==> src/rtl/port_alloc_sched_pkg.sv <==
// Shared constants and helpers for the oldest-first output-port scheduler.
package port_alloc_sched_pkg;

    localparam int unsigned NUM_PORT_DEF = 5;
    localparam int unsigned LOCAL_PORT   = 4;
    localparam int unsigned AGE_W_DEF    = 8;
    localparam int unsigned CNT_W_DEF    = 16;

    // Ports a flit may be deflected to: every port except local eject (5'b01111 for 5 ports).
    function automatic logic [31:0] defl_mask(input int unsigned n);
        logic [31:0] m;
        m = '0;
        for (int unsigned k = 0; k < 32; k++) begin
            if (k < n && k != LOCAL_PORT) begin
                m[k] = 1'b1;
            end
        end
        return m;
    endfunction

endpackage

==> src/rtl/port_alloc_step.sv <==
// Single-flit allocation step: productive port if free, else deflect, else fail.
module port_alloc_step
    import port_alloc_sched_pkg::*;
#(
    parameter int unsigned NUM_PORT = NUM_PORT_DEF
) (
    input  logic                valid,
    input  logic [NUM_PORT-1:0] req,
    input  logic [NUM_PORT-1:0] remaining,
    output logic [NUM_PORT-1:0] grant,
    output logic                deflect,
    output logic                fail,
    output logic [NUM_PORT-1:0] remaining_next
);

    localparam logic [31:0]         DEFL_FULL = defl_mask(NUM_PORT);
    localparam logic [NUM_PORT-1:0] DEFL      = DEFL_FULL[NUM_PORT-1:0];

    // One-hot of the highest set bit; shared by productive and deflection paths.
    function automatic logic [NUM_PORT-1:0] hsb(input logic [NUM_PORT-1:0] v);
        logic [NUM_PORT-1:0] r;
        r = '0;
        for (int k = 0; k < NUM_PORT; k++) begin
            if (v[k]) begin
                r    = '0;
                r[k] = 1'b1;
            end
        end
        return r;
    endfunction

    logic [NUM_PORT-1:0] prod;
    logic [NUM_PORT-1:0] defl;

    // Pick a port for this flit and remove it from the pool.
    always_comb begin
        prod    = req & remaining;
        defl    = remaining & DEFL;
        grant   = '0;
        deflect = 1'b0;
        fail    = 1'b0;
        if (valid) begin
            if (|prod) begin
                grant = hsb(prod);
            end else if (|defl) begin
                grant   = hsb(defl);
                deflect = 1'b1;
            end else begin
                fail = 1'b1;
            end
        end
        remaining_next = remaining & ~grant;
    end

endmodule

==> src/rtl/port_alloc_sched.sv <==
// Two-stage oldest-first output-port scheduler: register inputs, rank by age,
// allocate in rank order through a chain of single-flit steps, register grants.
module port_alloc_sched
    import port_alloc_sched_pkg::*;
#(
    parameter int unsigned NUM_PORT = NUM_PORT_DEF,
    parameter int unsigned AGE_W    = AGE_W_DEF,
    parameter int unsigned CNT_W    = CNT_W_DEF
) (
    input  logic                         clk,
    input  logic                         reset,
    input  logic [NUM_PORT-1:0]          in_valid,
    input  logic [NUM_PORT*NUM_PORT-1:0] in_req,
    input  logic [NUM_PORT*AGE_W-1:0]    in_age,
    input  logic [NUM_PORT-1:0]          in_avail,
    output logic [NUM_PORT-1:0]          out_valid,
    output logic [NUM_PORT*NUM_PORT-1:0] out_alloc,
    output logic [NUM_PORT-1:0]          out_deflect,
    output logic [NUM_PORT-1:0]          out_fail,
    output logic [CNT_W-1:0]             deflect_cnt
);

    localparam int unsigned RANK_W = (NUM_PORT > 1) ? $clog2(NUM_PORT) : 1;
    localparam int unsigned POP_W  = $clog2(NUM_PORT + 1);
    localparam int unsigned SUM_W  = CNT_W + POP_W;

    // Stage 1 registers
    logic [NUM_PORT-1:0]          s1_valid_q;
    logic [NUM_PORT*NUM_PORT-1:0] s1_req_q;
    logic [NUM_PORT*AGE_W-1:0]    s1_age_q;
    logic [NUM_PORT-1:0]          s1_avail_q;
    logic [NUM_PORT*NUM_PORT-1:0] req_masked;

    // Stage 2 registers
    logic [NUM_PORT-1:0]          s2_valid_q;
    logic [NUM_PORT*NUM_PORT-1:0] s2_alloc_q;
    logic [NUM_PORT-1:0]          s2_deflect_q;
    logic [NUM_PORT-1:0]          s2_fail_q;
    logic [CNT_W-1:0]             cnt_q;
    logic [CNT_W-1:0]             cnt_d;

    // Ranking and rank-ordered slots
    logic [RANK_W-1:0]   rank       [NUM_PORT];
    logic [NUM_PORT-1:0] sel        [NUM_PORT];
    logic [NUM_PORT-1:0] slot_req   [NUM_PORT];
    logic [NUM_PORT-1:0] slot_valid;
    logic [NUM_PORT-1:0] slot_grant [NUM_PORT];
    logic [NUM_PORT-1:0] slot_defl;
    logic [NUM_PORT-1:0] slot_fail;
    logic [NUM_PORT-1:0] rem        [NUM_PORT+1];

    // Per-input results mapped back from slots
    logic [NUM_PORT*NUM_PORT-1:0] alloc_d;
    logic [NUM_PORT-1:0]          deflect_d;
    logic [NUM_PORT-1:0]          fail_d;

    // Invalid inputs must not carry request bits into stage 1.
    always_comb begin
        req_masked = '0;
        for (int i = 0; i < NUM_PORT; i++) begin
            req_masked[i*NUM_PORT +: NUM_PORT] =
                in_req[i*NUM_PORT +: NUM_PORT] & {NUM_PORT{in_valid[i]}};
        end
    end

    // Stage 1 input register.
    always_ff @(posedge clk) begin
        if (reset) begin
            s1_valid_q <= '0;
            s1_req_q   <= '0;
            s1_age_q   <= '0;
            s1_avail_q <= '0;
        end else begin
            s1_valid_q <= in_valid;
            s1_req_q   <= req_masked;
            s1_age_q   <= in_age;
            s1_avail_q <= in_avail;
        end
    end

    // Rank = number of valid inputs that are older, or equally old with lower index.
    always_comb begin
        for (int i = 0; i < NUM_PORT; i++) begin
            rank[i] = '0;
            for (int j = 0; j < NUM_PORT; j++) begin
                if (j != i && s1_valid_q[j]) begin
                    if ((s1_age_q[j*AGE_W +: AGE_W] > s1_age_q[i*AGE_W +: AGE_W]) ||
                        ((s1_age_q[j*AGE_W +: AGE_W] == s1_age_q[i*AGE_W +: AGE_W]) &&
                         (j < i))) begin
                        rank[i] = rank[i] + 1'b1;
                    end
                end
            end
        end
    end

    // Gather each rank slot's flit; valid inputs hold distinct ranks so sel is one-hot.
    always_comb begin
        for (int r = 0; r < NUM_PORT; r++) begin
            sel[r]        = '0;
            slot_req[r]   = '0;
            for (int i = 0; i < NUM_PORT; i++) begin
                sel[r][i] = s1_valid_q[i] && (rank[i] == RANK_W'(r));
                if (sel[r][i]) begin
                    slot_req[r] = slot_req[r] | s1_req_q[i*NUM_PORT +: NUM_PORT];
                end
            end
            slot_valid[r] = |sel[r];
        end
    end

    assign rem[0] = s1_avail_q;

    for (genvar r = 0; r < NUM_PORT; r++) begin : g_chain
        port_alloc_step #(
            .NUM_PORT(NUM_PORT)
        ) u_step (
            .valid          (slot_valid[r]),
            .req            (slot_req[r]),
            .remaining      (rem[r]),
            .grant          (slot_grant[r]),
            .deflect        (slot_defl[r]),
            .fail           (slot_fail[r]),
            .remaining_next (rem[r+1])
        );
    end

    // Route slot results back to the input that occupied each slot.
    always_comb begin
        alloc_d   = '0;
        deflect_d = '0;
        fail_d    = '0;
        for (int i = 0; i < NUM_PORT; i++) begin
            for (int r = 0; r < NUM_PORT; r++) begin
                if (sel[r][i]) begin
                    alloc_d[i*NUM_PORT +: NUM_PORT] = slot_grant[r];
                    deflect_d[i] = slot_defl[r];
                    fail_d[i]    = slot_fail[r];
                end
            end
        end
    end

    // Saturating add of this cycle's deflections.
    always_comb begin
        logic [POP_W-1:0] pop;
        logic [SUM_W-1:0] sum;
        pop = '0;
        for (int i = 0; i < NUM_PORT; i++) begin
            pop = pop + POP_W'(deflect_d[i]);
        end
        sum = SUM_W'(cnt_q) + SUM_W'(pop);
        if (|sum[SUM_W-1:CNT_W]) begin
            cnt_d = '1;
        end else begin
            cnt_d = sum[CNT_W-1:0];
        end
    end

    // Stage 2 output register and deflection counter.
    always_ff @(posedge clk) begin
        if (reset) begin
            s2_valid_q   <= '0;
            s2_alloc_q   <= '0;
            s2_deflect_q <= '0;
            s2_fail_q    <= '0;
            cnt_q        <= '0;
        end else begin
            s2_valid_q   <= s1_valid_q;
            s2_alloc_q   <= alloc_d;
            s2_deflect_q <= deflect_d;
            s2_fail_q    <= fail_d;
            cnt_q        <= cnt_d;
        end
    end

    assign out_valid   = s2_valid_q;
    assign out_alloc   = s2_alloc_q;
    assign out_deflect = s2_deflect_q;
    assign out_fail    = s2_fail_q;
    assign deflect_cnt = cnt_q;

endmodule

==> config.mk <==
export PLATFORM = sky130hd
export DESIGN_NAME = port_alloc_sched
export DESIGN_NICKNAME = d
export VERILOG_FILES = /design/src/rtl/port_alloc_sched_pkg.sv /design/src/rtl/port_alloc_step.sv /design/src/rtl/port_alloc_sched.sv
export SDC_FILE = /design/constraint.sdc
export NUM_CORES = 1
export LEC_CHECK = 0
export CAP_MARGIN = 5
export CORE_ASPECT_RATIO = 1.2
export CORE_MARGIN = 1
export CORE_UTILIZATION = 45
export DETAILED_ROUTE_END_ITERATION = 10
export GPL_TIMING_DRIVEN = 0
export PLACE_DENSITY = 0.69
export REMOVE_ABC_BUFFERS = 1
export SYNTH_ARGS = -nofsm -noshare
export SYNTH_HDL_FRONTEND = slang
export SYNTH_HIERARCHICAL = 1
export SYNTH_SLANG_ARGS = --single-unit
==> constraint.sdc <==
create_clock -name clk -period 14.75 [get_ports clk]
set_input_delay 1.475 -clock clk [delete_from_list [all_inputs] [get_ports clk]]
set_output_delay 1.475 -clock clk [all_outputs]
set_load 0.02 [all_outputs]
==> qor.csv <==
stage,metric,value,unit
outcome,outcome,"finished, violations left",
outcome,failing checks,design-rule violations,
cts,clock slew at reported path FFs,60,ps
cells_and_area,post-route cell area,12700,sq um
cells_and_area,antenna cell count,0,
sta,Tightest Pin Transition,1320,ps
logic_synthesis,Avg Inst Size Synth,8.58,sq um
setup_path,WS Path Type,reg2reg,
setup_path,Max Fanout on Critical Path,14,
sta,minimum clock period,13730,ps
cts,H-tree Lvls,4,
die,area of the die,23800,sq um
die,Die X,141,microns
die,Std-Cell Core Area,22600,sq um
cts,hold_buf cts,0,
global_routing,first-pass GRT wire length,51.2,mm
setup_path,RR Endpoint,deflect_cnt[13],
die,Top Ports,133,
job,max_cap viols,0,
routing,via count,10200,
routing,Initial DRC Count,929,
routing,post-route ant nets,0,
sta,TNS Setup,0,ps
place,Place WS,504,ps
place,hpwl dp,25.3,mm
setup_path,Crit path required time,15100,ps
global_routing,antenna violations before repair,0,
logic_synthesis,YS warnings,6,
die,DIE HEIGHT,169,microns
cells_and_area,final-layout fill cell count,2097,
routing,drt pass-1 iters,11,
global_routing,gr ovfl total,0,
place,# port buffers,132,
worst_hold_path,hold_sp,deflect_cnt[12],
setup_path,Setup crit start kind,flip-flop,
die,initial core utilization,46.2,%
setup_path,Reg2Reg Launch Point,s1_age_q[17],
setup_path,crit-path max cell delay,660,ps
global_routing,largest net degree at the start of global routing,83,
worst_hold_path,Worst Hold End,deflect_cnt[12],
setup_path,path depth of the worst reg2reg path,55,
cts,Root Buffer Master,clkbuf_16,
setup_path,most numerous cell on the critical path,a21oi_1,
routing,WL final,33.2,mm
sta,final setup vio count,0,
power_and_ir_drop,Max VDD drop,0.0801,mV
global_routing,busiest grt layer,met2,
global_routing,met1 Use GR,31.3,%
sta,crit share post-route,93.1,%
cells_and_area,layout cells sized above 1,10.7,%
setup_path,"reg-to-reg slack, setup",1020,ps
sta,Worst Skew,14.5,ps
sta,unrepaired setup endpoints after global routing,no,
global_routing,Total Routing Usage GR,27.8,%
setup_path,Crit. End Element,flip-flop,
global_routing,met2 Use GR,48.5,%
global_routing,via count of the first global-routing pass,9546,
sta,slew margin rel.,11.2,%
worst_hold_path,worst hold path class,reg2reg,
logic_synthesis,Synth Instances,1215,
die,row cnt,60,
sta,Hold Slack,527,ps
cts,CTS Buffer Depth,2,
cts,Num CTS Buffers,17,
routing,vias per cell,6.18,
cells_and_area,Layout area overhead,21.9,%
cts,clk sinks,131,
routing,WL/cell,20.1,microns
sta,"Slew Viols, Final",0,
cts,Clock Latency Late Sink,430,ps
cells_and_area,"commonest non-fill, non-tap cells in the layout","dfxtp_1 (131), clkdlybuf4s50_1 (131), nand2_1 (114), ha_1 (99), inv_1 (67)",
sta,final hold vios,0,
setup_path,data arrival time of the critical path,14090,ps
setup_path,"slowest stage cell, crit path",a222oi_1,
power_and_ir_drop,power density cells,90.4,nW/um^2
power_and_ir_drop,Pleak,4.90,nW
worst_hold_path,WHS Path Cells,1,
routing,# DRC,9,
logic_synthesis,area of the mapped netlist,10400,sq um
cells_and_area,fin nets,1506,
place,Placed Area,12000,sq um
sta,setup ws final,1020,ps
sta,Max Clock Freq,72.8,MHz
cts,CTS tree,done,
place,GPL Wtd Cong,0.977,
global_routing,met3 Use GR,4.64,%
## critical path: cells and delay by family (launching register included)
kind / cells / cell delay [ps]
adder cells (fa/ha/maj): 8 / 2350
flip-flops: 1 / 400
AND/OR/NAND/NOR: 19 / 3740
buffers and inverters: 5 / 480
AO/OA/AOI/OAI: 22 / 6490
XOR/XNOR: 1 / 200
## worst max path at each step
stage                       startpoint               to  slack (ps)  cells past startpoint
after floorplan           s1_age_q[26]   deflect_cnt[0]        3110                     50
after global placement    s1_age_q[27]   deflect_cnt[0]          30                     50
after detailed placement  s1_age_q[34]  deflect_cnt[13]         500                     53
after CTS                 s1_age_q[11]  deflect_cnt[13]         420                     52
after global routing      s1_age_q[17]   deflect_cnt[2]          70                     54
final                     s1_age_q[17]  deflect_cnt[13]        1020                     55
## layer usage
| layer | up-vias | wire [microns] | share of wire, % |
|---|---|---|---|
| met1 | 4782 | 13200 | 40 |
| li1 | 4848 | - | - |
| met5 | - | 0 | 0 |
| met2 | 446 | 16200 | 49 |
| met3 | 115 | 1790 | 5.4 |
| met4 | 0 | 1960 | 5.9 |
## sequential cells by signal, indices dropped and copies added, names as in the netlist
register and flops:
s1_req_q 25, out_alloc 25, s1_valid_q 5, s1_avail_q 5, out_fail 5, deflect_cnt 16, s1_age_q 40, out_deflect 5
out_valid 5
## report_power, final
part,total [mW],switching [mW],internal (mW)
sequential,0.388,0.0181,0.370
combinational,0.331,0.194,0.137
clock,0.431,0.175,0.256
total,1.15,0.387,0.762
## what timing repair did
action / CTS / global route
setup buffers: 0 / 6
gates resized for setup: 0 / 8
setup endpoints to repair: 0 / 16
## stage by stage
stage	total power [mW]	cells	utilization (%)
3_3_place_gp	0.705	1603	52.5
3_5_place_dp	0.714	1610	53.1
6_report	1.15	1650	56.3
4_1_cts	1.15	1642	55.8
5_1_grt	1.20	1650	56.3
2_1_floorplan	0.603	1161	-
## final cells by class
class / instances / area (sq um) / area share [%]
Multi-Input combinational cell: 962 / 7380 / 58.0
Clock buffer: 19 / 443 / 3.48
Sequential cell: 131 / 2620 / 20.6
Clock inverter: 13 / 150 / 1.18
Tap cell: 310 / 388 / 3.05
Inverter: 68 / 255 / 2.01
Timing Repair Buffer: 147 / 1480 / 11.6
Note: power is estimated with default switching activity, not from simulation.
